[config.mk]
export PLATFORM = sky130hd
export DESIGN_NAME = timepulse_gen_flat
export DESIGN_NICKNAME = d
export VERILOG_FILES = /design/src/rtl/timepulse_gen_pkg.sv /design/src/rtl/timepulse_gen_if.sv /design/src/rtl/timepulse_gen_tp_ring.sv /design/src/rtl/timepulse_gen.sv /design/src/flat_wrapper.sv
export SDC_FILE = /design/constraint.sdc
export NUM_CORES = 1
export LEC_CHECK = 0
export BUFFER_PORTS_ARGS = -buffer_cell sky130_fd_sc_hd__buf_2
export CORE_MARGIN = 2
export CORE_UTILIZATION = 38
export DETAILED_ROUTE_END_ITERATION = 12
export PLACE_DENSITY = 0.76
export SYNTH_ARGS = -nofsm -noshare
export SYNTH_HDL_FRONTEND = slang
export SYNTH_SLANG_ARGS = --single-unit
[constraint.sdc]
create_clock -name clk -period 1.55 [get_ports clk]
set_input_delay 0 -clock clk [delete_from_list [all_inputs] [get_ports clk]]
set_output_delay 0 -clock clk [all_outputs]
set_load 0.1 [all_outputs]
[src/rtl/timepulse_gen_pkg.sv]
// Shared timing constants, timepulse vector type and run/stop state encoding.
// Latency: n/a (package only).
// Backpressure: n/a (package only).
package agc_timing_pkg;

  localparam int N_TP_DEF          = 12;
  localparam int PHASES_PER_TP_DEF = 4;

  // Bit index of each timepulse inside the one-hot vector
  localparam int TP_T01 = 0;
  localparam int TP_T02 = 1;
  localparam int TP_T03 = 2;
  localparam int TP_T04 = 3;
  localparam int TP_T05 = 4;
  localparam int TP_T06 = 5;
  localparam int TP_T07 = 6;
  localparam int TP_T08 = 7;
  localparam int TP_T09 = 8;
  localparam int TP_T10 = 9;
  localparam int TP_T11 = 10;
  localparam int TP_T12 = 11;

  typedef logic [N_TP_DEF-1:0] tp_vec_t;

  typedef enum logic {
    ST_RUN     = 1'b0,
    ST_STOPPED = 1'b1
  } run_state_e;

  // Phase counter width; never narrower than one bit
  function automatic int phase_w(input int phases);
    return (phases < 2) ? 1 : $clog2(phases);
  endfunction

endpackage

[src/rtl/timepulse_gen_if.sv]
// Control inputs and timepulse outputs of timepulse_gen.
// Latency: n/a (wiring only).
// Backpressure: none; the master drives controls, the slave returns registered status.
interface timepulse_gen_if #(
  parameter int N_TP = 12,
  parameter int PW   = 2
) ();
  logic            en;
  logic            stop;
  logic            step;
  logic            restart;
  logic [N_TP-1:0] tp;
  logic [PW-1:0]   phase;
  logic            mct_end;
  logic            stopped;
  logic            tp_err;

  modport master (
    output en, stop, step, restart,
    input  tp, phase, mct_end, stopped, tp_err
  );

  modport slave (
    input  en, stop, step, restart,
    output tp, phase, mct_end, stopped, tp_err
  );
endinterface

[src/rtl/timepulse_gen_tp_ring.sv]
// One-hot timepulse ring: rotate left one bit, load T01, or hold.
// Latency: one clock from i_load/i_rot to o_tp.
// Backpressure: none; holds whenever neither load nor rotate is asserted.
module tp_ring
  import agc_timing_pkg::*;
#(
  parameter int N_TP = N_TP_DEF
) (
  input  logic            clk,
  input  logic            rst,
  input  logic            i_load,
  input  logic            i_rot,
  output logic [N_TP-1:0] o_tp
);

  logic [N_TP-1:0] r_tp;

  // Load wins over rotate; rotation from the top bit wraps back to T01
  always_ff @(posedge clk or negedge rst) begin
    if (!rst) begin
      r_tp <= N_TP'(1) << TP_T01;
    end else if (i_load) begin
      r_tp <= N_TP'(1) << TP_T01;
    end else if (i_rot) begin
      r_tp <= {r_tp[N_TP-2:0], r_tp[N_TP-1]};
    end
  end

  assign o_tp = r_tp;

endmodule

[src/rtl/timepulse_gen.sv]
// One-hot timepulse sequencer with phase index, MCT-end strobe, stop/step/restart.
// Latency: one clock from any sampled input to every output (all outputs registered).
// Backpressure: en=0 freezes all state; stop parks at T_N/last phase. Optional macro TP_ONEHOT_CHECK_EN.
module timepulse_gen
  import agc_timing_pkg::*;
#(
  parameter int PHASES_PER_TP = PHASES_PER_TP_DEF,
  parameter int N_TP          = N_TP_DEF
) (
  input  logic           clk,
  input  logic           rst,
  timepulse_gen_if.slave bus
);

  localparam int            PW      = phase_w(PHASES_PER_TP);
  localparam logic [PW-1:0] PH_LAST = PW'(PHASES_PER_TP - 1);

  run_state_e      r_state;
  run_state_e      w_state_nxt;
  logic [PW-1:0]   r_phase;
  logic [PW-1:0]   w_phase_nxt;
  logic            r_mct_end;
  logic            w_mct_nxt;
  logic            w_adv;
  logic            w_phase_last;
  logic            w_at_last;
  logic            w_rot;
  logic [N_TP-1:0] w_tp;

  assign w_phase_last = (r_phase == PH_LAST);
  assign w_at_last    = w_tp[N_TP-1] && w_phase_last;
  assign w_rot        = w_adv && w_phase_last;

  tp_ring #(.N_TP(N_TP)) u_ring (
    .clk    (clk),
    .rst    (rst),
    .i_load (bus.restart),
    .i_rot  (w_rot),
    .o_tp   (w_tp)
  );

  // State, phase and strobe registers
  always_ff @(posedge clk or negedge rst) begin
    if (!rst) begin
      r_state   <= ST_RUN;
      r_phase   <= '0;
      r_mct_end <= 1'b0;
    end else begin
      r_state   <= w_state_nxt;
      r_phase   <= w_phase_nxt;
      r_mct_end <= w_mct_nxt;
    end
  end

  // Run/stop decision: restart > step/stop release > normal advance
  always_comb begin
    w_state_nxt = r_state;
    w_adv       = 1'b0;
    w_mct_nxt   = 1'b0;
    if (bus.restart) begin
      w_state_nxt = ST_RUN;
    end else if (r_state == ST_STOPPED) begin
      // Parked at T_N/last: a step performs the pending wrap immediately
      if (bus.step && bus.en) begin
        w_state_nxt = ST_RUN;
        w_adv       = 1'b1;
        w_mct_nxt   = 1'b1;
      end else if (!bus.stop) begin
        w_state_nxt = ST_RUN;
      end
    end else if (bus.en) begin
      if (w_at_last && bus.stop) begin
        w_state_nxt = ST_STOPPED;
      end else begin
        w_adv     = 1'b1;
        w_mct_nxt = w_at_last;
      end
    end
  end

  // Phase index: wraps to 0 on the cycle the ring rotates
  always_comb begin
    w_phase_nxt = r_phase;
    if (bus.restart) begin
      w_phase_nxt = '0;
    end else if (w_adv) begin
      w_phase_nxt = w_phase_last ? '0 : r_phase + PW'(1);
    end
  end

  assign bus.tp      = w_tp;
  assign bus.phase   = r_phase;
  assign bus.mct_end = r_mct_end;
  assign bus.stopped = (r_state == ST_STOPPED);

`ifdef TP_ONEHOT_CHECK_EN
  logic r_tp_err;

  // Sticky flag raised the cycle after the ring is seen not one-hot
  always_ff @(posedge clk or negedge rst) begin
    if (!rst) begin
      r_tp_err <= 1'b0;
    end else if (bus.restart) begin
      r_tp_err <= 1'b0;
    end else if (!$onehot(w_tp)) begin
      r_tp_err <= 1'b1;
    end
  end

  assign bus.tp_err = r_tp_err;
`else
  assign bus.tp_err = 1'b0;
`endif

endmodule

[src/flat_wrapper.sv]
// flat-port wrapper written by rule: the top's interface ports become plain ports
module timepulse_gen_flat import agc_timing_pkg::*;
#(
  parameter int PHASES_PER_TP = PHASES_PER_TP_DEF,
  parameter int N_TP          = N_TP_DEF
)
  (clk, rst, bus_en, bus_stop, bus_step, bus_restart, bus_tp, bus_phase, bus_mct_end, bus_stopped, bus_tp_err);
  timepulse_gen_if #(.N_TP(N_TP), .PW(2)) bus_i ();
  input  logic clk;
  input  logic rst;
  input wire logic [$bits(bus_i.en)-1:0] bus_en;
  input wire logic [$bits(bus_i.stop)-1:0] bus_stop;
  input wire logic [$bits(bus_i.step)-1:0] bus_step;
  input wire logic [$bits(bus_i.restart)-1:0] bus_restart;
  output wire logic [$bits(bus_i.tp)-1:0] bus_tp;
  output wire logic [$bits(bus_i.phase)-1:0] bus_phase;
  output wire logic [$bits(bus_i.mct_end)-1:0] bus_mct_end;
  output wire logic [$bits(bus_i.stopped)-1:0] bus_stopped;
  output wire logic [$bits(bus_i.tp_err)-1:0] bus_tp_err;
  assign bus_i.en = bus_en;
  assign bus_i.stop = bus_stop;
  assign bus_i.step = bus_step;
  assign bus_i.restart = bus_restart;
  assign bus_tp = bus_i.tp;
  assign bus_phase = bus_i.phase;
  assign bus_mct_end = bus_i.mct_end;
  assign bus_stopped = bus_i.stopped;
  assign bus_tp_err = bus_i.tp_err;
  timepulse_gen #(.PHASES_PER_TP(PHASES_PER_TP), .N_TP(N_TP)) u_core (.clk(clk), .rst(rst), .bus(bus_i));
endmodule
Yosys cells after proc, flatten, opt, wreduce, memory -nomap -nowiden. Index checks and enable logic that the tools add are counted.

Register bits: 16. Input port bits: 6.

Equality and inequality tests: 1. Add/sub/neg operators: 1. Multiplexer cells: 20. Reduce and logical (&&, ||, !) cells: 6.

Operators by type and width (count): $mux 12 (2); $mux 1 (15); $mux 2 (3); $logic_and 1x1->1 (4); $reduce_bool 2->1 (2); $add 2x1->2 const B (1); $eq 2x2->1 const B (1).

Longest topological paths before layout. Gate-level depths: netlist of the first run.

Depth after elaboration: 10. Gate-level depth with buffers: 4. Gate-level depth less buffers: 4.

By module. Synthesis of the first run repeated with hierarchy kept, for this count alone.

Cells, all modules: 61. Area, all modules: 730.7 um^2.

Modules (own cells, without submodules): tp_ring (times used 1, cells an instance 38, area each 484.2 um^2, seq. area each 301.5 um^2); timepulse_gen (times used 1, cells an instance 23, area each 246.5 um^2, seq. area each 100.1 um^2).

Worst setup path before layout of the first run. Ideal clock, no wire load.

Path type: register to register. From: register u_core.r_phase[0], in the netlist u_core.bus.phase[0]. To: register u_core.r_phase[0], in the netlist u_core.bus.phase[0]. Stages on the path, launching flop included: 5. Arrival time: 1.949 ns. Period minus slack after synthesis: 2.074 ns. Setup slack: -0.524 ns. Data required time: 1.425 ns. Cells stage by stage: dfrtp_1 ha_1 and4b_1 nor3b_2 mux2_2.

Word-level cells in the longest chain between the ends: 8.

RTL lines: start, declared (RTL line timepulse_gen.sv:20) `logic [PW-1:0] r_phase;`; start signal, assigned (RTL line timepulse_gen.sv:50) `r_phase <= w_phase_nxt;`; $eq 2x2->1 (RTL line timepulse_gen.sv:30) `assign w_phase_last = (r_phase == PH_LAST);`; $logic_and 1x1->1 (RTL line timepulse_gen.sv:31) `assign w_at_last = w_tp[N_TP-1] && w_phase_last;`; $logic_and 1x1->1 (RTL line timepulse_gen.sv:72) `if (w_at_last && bus.stop) begin`; $mux 1 (RTL line timepulse_gen.sv:72); $mux 1 (RTL line timepulse_gen.sv:71) `end else if (bus.en) begin`; $mux 1 (RTL line timepulse_gen.sv:62) `end else if (r_state == ST_STOPPED) begin`; $mux 1 (RTL line timepulse_gen.sv:60) `if (bus.restart) begin`; $reduce_bool 2->1 (no source line).

Parallel ways exist; a longest one is shown, timed or not. The select of a mux whose other input is x is not followed. A chain may end at the register's enable or synchronous reset.

Worst setup path after layout of the first run. Same ends and word-level chain as after synthesis.

==> impl_metrics.yaml, run 1 <==
floorplanning:
  die_area_um2: 2540
  initial_core_util_pct: 40.8
  coreArea_um2: 2000
  die_h_um: 50.4
  io_pins: 23
  dieWidth_um: 50.4
  rows: 16
power_and_ir_drop:
  max-vdd-ir-drop_mv: 0.527
  powerDensity_nw_per_um2: 802
  power_mw: 0.828
  p_leak_nw: 0.513
global_route:
  grt_start_max_net_pins: 20
  grtUsageTotal_pct: 13.0
  grt_pass1_vias: 550
  grt_remaining_overflow: 0
  grt_antenna_before_repair: 0
  grt_pass1_wl_mm: 2.55
yosys:
  syn-num-nets: 73
  synth_top_area_share_pct: 45.9
  yosys-top-cells-area: "dfrtp_1 46%, mux2i_1 15%, nand2b_1 11%"
  synth_cells: 66
  yosysTopAreaCell: "dfrtp_1"
  postSynthAreaPerCell_um2: 12.4
  ys_seq_area_share_pct: 49.2
  syn_area_um2: 817
  yosysWarnings: 0
  synth-seq-cells: 16
  synth.distinct_cells: 25
run_status:
  status: "complete, no violations"
setup_path:
  cp.required_ns: 1.73
  r2r-start: "u_core.bus.phase[0]$_DFFE_PN0P_"
  slowest_delay_ns: 0.51
  setup.worst_path.end_class: "flop"
  cp.arrival_ns: 1.71
  path_delay_family: "flip-flops"
  startpoint: "u_core.bus.phase[0]$_DFFE_PN0P_"
  crit_fanout: 4
  cp-start-kind: "flop"
  critPathKind: "flop to flop"
  cp_cell_sequence: "ha_4 -> and4b_1 -> nor3b_4 -> mux2_4"
  slowest_stage: "dfrtp_4"
  worst-path-buf-inv: 0
sta:
  worst_slack_ns: 0.0198
  setup-tns-final_ns: 0
  skew_ns: 0.00108
  fin_crit_ns: 1.53
  rsz0062_at_grt: "true"
  finalSetupViolCount: 0
  post-route-period-util_pct: 98.7
  maxSlewViolCount: 0
  timing.fmax_ghz: 0.654
  hold_viol: 0
detailed_routing:
  drcViolationCount: 0
  ant_nets: 0
  wirelength_mm: 1.45
  drt_iter0_drc: 3
  drt_first_pass_iters: 4
  vias: 581
  wl_per_cell_um: 12.3
  vias_per_cell: 4.92
cts:
  clock_sinks: 16
  clk_pin_slew_ns: 0.09
  clock_latency_ns: 0.28
  ctsRootBufferMaster: "clkbuf_4"
  numCtsBuffers: 3
  cts_buffer_depth: 2
  htreeDepth: 1
  cts_tree: "yes"
finish:
  nets: 99
  n_antenna_cell: 0
  final_common_cell: "buf_2"
  syn_to_final_growth_pct: 26.3
  final_cell_mix: "21 x buf_2, 14 x nand2b_1, 12 x mux2i_1"
  finalInstanceArea_um2: 1030
  layout-drive-gt1-share_pct: 42.9
  utilization_pct: 51.6
worst_hold_path:
  min_from: "bus_en"
  hold_path_class: "primary input to flop"
placement:
  port_buffers: 21
  routabilityCongestion: 0.718
  dp_slack_ns: 0.0139
  placed_cell_area_um2: 962
job:
  max_cap_violations: 0
==> cells by family (layout without fill, tap and decap cells) <==
family | count (synthesis) | count (layout) | share of synthesized area [%]
simple gates | 27 | 27 | 25.1
flops | 16 | 16 | 49.2
mux | 13 | 13 | 16.1
compound gates | 4 | 4 | 3.98
buf+inv | 4 | 29 | 3.68
fa+ha+maj | 1 | 1 | 1.53
other cells | 1 | 1 | 0.459
==> power breakdown <==
part | switching, mW | total [mW] | internal (mW) | leakage (nW)
clock | 0.129 | 0.272 | 0.143 | 0.0210
combinational | 0.0854 | 0.123 | 0.0377 | 0.281
sequential | 0.00686 | 0.433 | 0.426 | 0.212
total | 0.221 | 0.828 | 0.607 | 0.513
==> flip-flops by register name, indices dropped and copies added, names as in the netlist <==
register,cells
u_core.bus.mct_end,1
u_core.bus.phase,2
u_core.bus.stopped,1
u_core.u_ring.o_tp,12
==> metal layers <==
metal	part of all wire (%)	vias to the layer above	track usage, %
met2	46	16	21.1
met5	0	-	0
met1	47	286	17.0
li1	-	279	-
met4	0	0	2.70
met3	6.0	0	4.46
==> worst paths after layout <==
| kind | endpoint | slack (ns) | cells after the start |
|---|---|---|---|
| min in group asynchronous | u_core.u_ring.o_tp[2]$_DFFE_PN0P_ | 0.14 | 2 |
| worst min register to register | u_core.u_ring.o_tp[1]$_DFFE_PN0P_ | 0.54 | 2 |
| worst max register to register | u_core.bus.phase[0]$_DFFE_PN0P_ | 0.02 | 4 |
| worst max-delay path | u_core.bus.phase[0]$_DFFE_PN0P_ | 0.02 | 4 |
| worst min-delay path | u_core.bus.mct_end$_DFF_PN0_ | 0.04 | 2 |
| max in group asynchronous | u_core.u_ring.o_tp[0]$_DFFE_PN1P_ | 1.11 | 2 |
==> what timing repair did <==
action                     in CTS  in global routing
hold endpoints to repair       17                  0
hold buffers                    2                  0
buffers inserted                0                  1
setup endpoints to repair       1                  1
pin swaps                       1                  1
resized for setup               0                  1
==> synthesized netlist by cell type <==
cell / n
nor2_1: 2
nor3b_2: 1
dfrtp_1: 15
mux2i_1: 12
and3_1: 1
nand4b_4: 1
nand2b_1: 14
a221o_1: 1
nand3_1: 1
buf_4: 1
a32oi_1: 1
buf_8: 1
mux2_2: 1
and4b_1: 1
a21o_2: 1
dfstp_2: 1
o21ai_0: 1
ha_1: 1
nor3b_1: 2
nand3b_1: 1
clkbuf_1: 2
and4b_4: 1
and2b_4: 1
conb_1: 1
nor2b_1: 1
==> area by class of cell <==
class	instances	area, um2
well taps	27	33.8
flip-flops and latches	16	414
multi-input cells	46	408
clock buffers	4	36.3
repair buffers	25	140
fillers	190	970
==> per-stage QoR <==
step	std cells	hold WS [ns]
CTS	117	0.0177
finish	118	0.0375
detailed placement	111	-0.0712
global placement	111	-0.0654
global route	118	0.0276
floorplan	66	-0.296
No activity file was read; power rests on OpenSTA's default activity.
==> run 2, diff against run 1 <==
--- a/config.mk
+++ b/config.mk
@@ -5,9 +5,10 @@
 export SDC_FILE = /design/constraint.sdc
 export NUM_CORES = 1
 export LEC_CHECK = 0
-export BUFFER_PORTS_ARGS = -buffer_cell sky130_fd_sc_hd__buf_2
+export BUFFER_PORTS_ARGS = -buffer_cell sky130_fd_sc_hd__buf_4
 export CORE_MARGIN = 2
 export CORE_UTILIZATION = 38
+export CTS_BUF_LIST = sky130_fd_sc_hd__clkbuf_8 sky130_fd_sc_hd__clkbuf_16
 export DETAILED_ROUTE_END_ITERATION = 12
 export PLACE_DENSITY = 0.76
 export SYNTH_ARGS = -nofsm -noshare
==> impl_metrics.yaml, run 2 (synthesized netlist as in run 1, its figures left out) <==
run_status:
  status: "complete, no violations"
global_route:
  grt_pass1_wl_mm: 2.66
  grt_pass1_vias: 578
  grt_antenna_before_repair: 0
  grt_remaining_overflow: 0
  grt_start_max_net_pins: 20
  grtUsageTotal_pct: 14.0
floorplanning:
  die_area_um2: 2540
  rows: 16
  initial_core_util_pct: 40.8
  dieWidth_um: 50.4
  io_pins: 23
  die_h_um: 50.4
  coreArea_um2: 2000
setup_path:
  slowest_delay_ns: 0.49
  reg2regPathDepth: 4
  crit_fanout: 2
  r2r_end: "u_core.bus.phase[0]$_DFFE_PN0P_"
  crit_cells: 4
  cp_cell_sequence: "ha_4 -> and4b_1 -> nor3b_2 -> mux2_4"
  path_delay_family: "flip-flops"
  startpoint: "u_core.bus.phase[1]$_DFFE_PN0P_"
  setup.worst_path.end_class: "flop"
  cp-endpoint: "u_core.bus.phase[0]$_DFFE_PN0P_"
  cp-start-kind: "flop"
  slowest_stage: "dfrtp_4"
  cp.arrival_ns: 1.66
  worst-path-buf-inv: 0
  critPathKind: "flop to flop"
  cp.required_ns: 1.68
  r2r-start: "u_core.bus.phase[1]$_DFFE_PN0P_"
  ff2ff_setup_slack_ns: 0.01
worst_hold_path:
  hold_path_class: "primary input to flop"
  min_from: "bus_stop"
sta:
  post-route-period-util_pct: 99.0
  worst_slack_ns: 0.0148
  hold_viol: 0
  fin_crit_ns: 1.54
  maxSlewViolCount: 0
  finalSetupViolCount: 0
  timing.fmax_ghz: 0.651
  skew_ns: 0.00168
  rsz0062_at_grt: "true"
cts:
  cts_buffer_depth: 2
  numCtsBuffers: 3
  ctsRootBufferMaster: "clkbuf_8"
  htreeDepth: 1
  clock_latency_ns: 0.24
  clk_pin_slew_ns: 0.06
  clock_sinks: 16
  cts_tree: "yes"
detailed_routing:
  vias: 583
  drt_first_pass_iters: 4
  ant_nets: 0
  wl_per_cell_um: 13.1
  wirelength_mm: 1.55
  vias_per_cell: 4.94
  drcViolationCount: 0
  drt_iter0_drc: 5
finish:
  syn_to_final_growth_pct: 34.0
  layout-drive-gt1-share_pct: 44.0
  final_common_cell: "buf_4"
  utilization_pct: 54.7
  nets: 99
  fillers: 180
  largest_reg_flops: 12
  n_antenna_cell: 0
  final_cell_mix: "24 x buf_4, 14 x nand2b_1, 12 x mux2i_1"
placement:
  dp_slack_ns: -0.0125
  port_buffers: 21
  routabilityCongestion: 0.778
power_and_ir_drop:
  netSwitchingPower_mw: 0.233
  pwr-share-clk_pct: 39.1
  p_leak_nw: 0.526
  max-vdd-ir-drop_mv: 0.430
  seqPwrFrac_pct: 46.5
  power_mw: 0.931
  intPower_mw: 0.698
  comb_power_share_pct: 14.4
  powerDensity_nw_per_um2: 850
  switching_share_pct: 25.0
job:
  max_cap_violations: 0
[run 2: cell count changes in the layout (fill, tap and decap cells not counted)]
cell,previous run,this run
buf_2,21,0
buf_4,2,24
clkbuf_4,3,0
clkbuf_8,1,4
dlygate4sd3_1,2,1
nor3b_2,0,1
nor3b_4,1,0
[run 2: timing repair]
item,4_1_cts,5_1_grt
hold endpoints to repair,16,0
hold buffers,1,0
gates resized for setup,0,0
pin swaps,1,0
endpoints found under the setup margin,1,1
setup buffers,1,0
[run 2: stage by stage]
step	setup TNS [ns]	hold WS (ns)	area, um2	cells
2_1_floorplan	-0.155	-0.296	846	66
3_3_place_gp	0	-0.133	1020	112
3_5_place_dp	-0.0125	-0.126	1020	112
4_1_cts	0	0.0410	1090	118
5_1_grt	-0.0223	0.0507	1090	118
6_report	0	0.0457	1090	118
[run 2: per-layer routing]
layer / up-vias / part of all wire [%] / global-route usage (%) / wire (um)
met3: 2 / 4.7 / 3.57 / 73
li1: 280 / - / - / -
met1: 286 / 45 / 17.1 / 690
met5: - / 0 / 0 / 0
met2: 15 / 49 / 23.5 / 765
met4: 0 / 1.2 / 5.41 / 19
[run 2: area by class of cell]
class	count	area, um2	area share [%]
sequential	16	414	37.8
timing repair buffer	25	190	17.4
multi-input combinational	46	402	36.7
tap	27	33.8	3.09
clock buffer	4	55.1	5.03
[run 2: worst min path at each step]
stage                                              endpoint  slack [ns]  depth (start not counted)
final                          u_core.bus.stopped$_DFF_PN0_        0.05                          2
after global routing           u_core.bus.stopped$_DFF_PN0_        0.05                          2
after CTS                      u_core.bus.mct_end$_DFF_PN0_        0.04                          2
after detailed placement  u_core.u_ring.o_tp[1]$_DFFE_PN0P_       -0.13                          1
after global placement    u_core.u_ring.o_tp[2]$_DFFE_PN0P_       -0.13                          1
after floorplan                u_core.bus.mct_end$_DFF_PN0_       -0.30                          0
[run 2: power groups by stage]
stage | Clock [mW] | Combinational, mW | Sequential (mW)
2_1_floorplan | 0 | 0.0495 | 0.482
3_3_place_gp | 0 | 0.128 | 0.440
3_5_place_dp | 0 | 0.131 | 0.441
4_1_cts | 0.373 | 0.136 | 0.433
5_1_grt | 0.393 | 0.144 | 0.433
6_report | 0.364 | 0.134 | 0.433
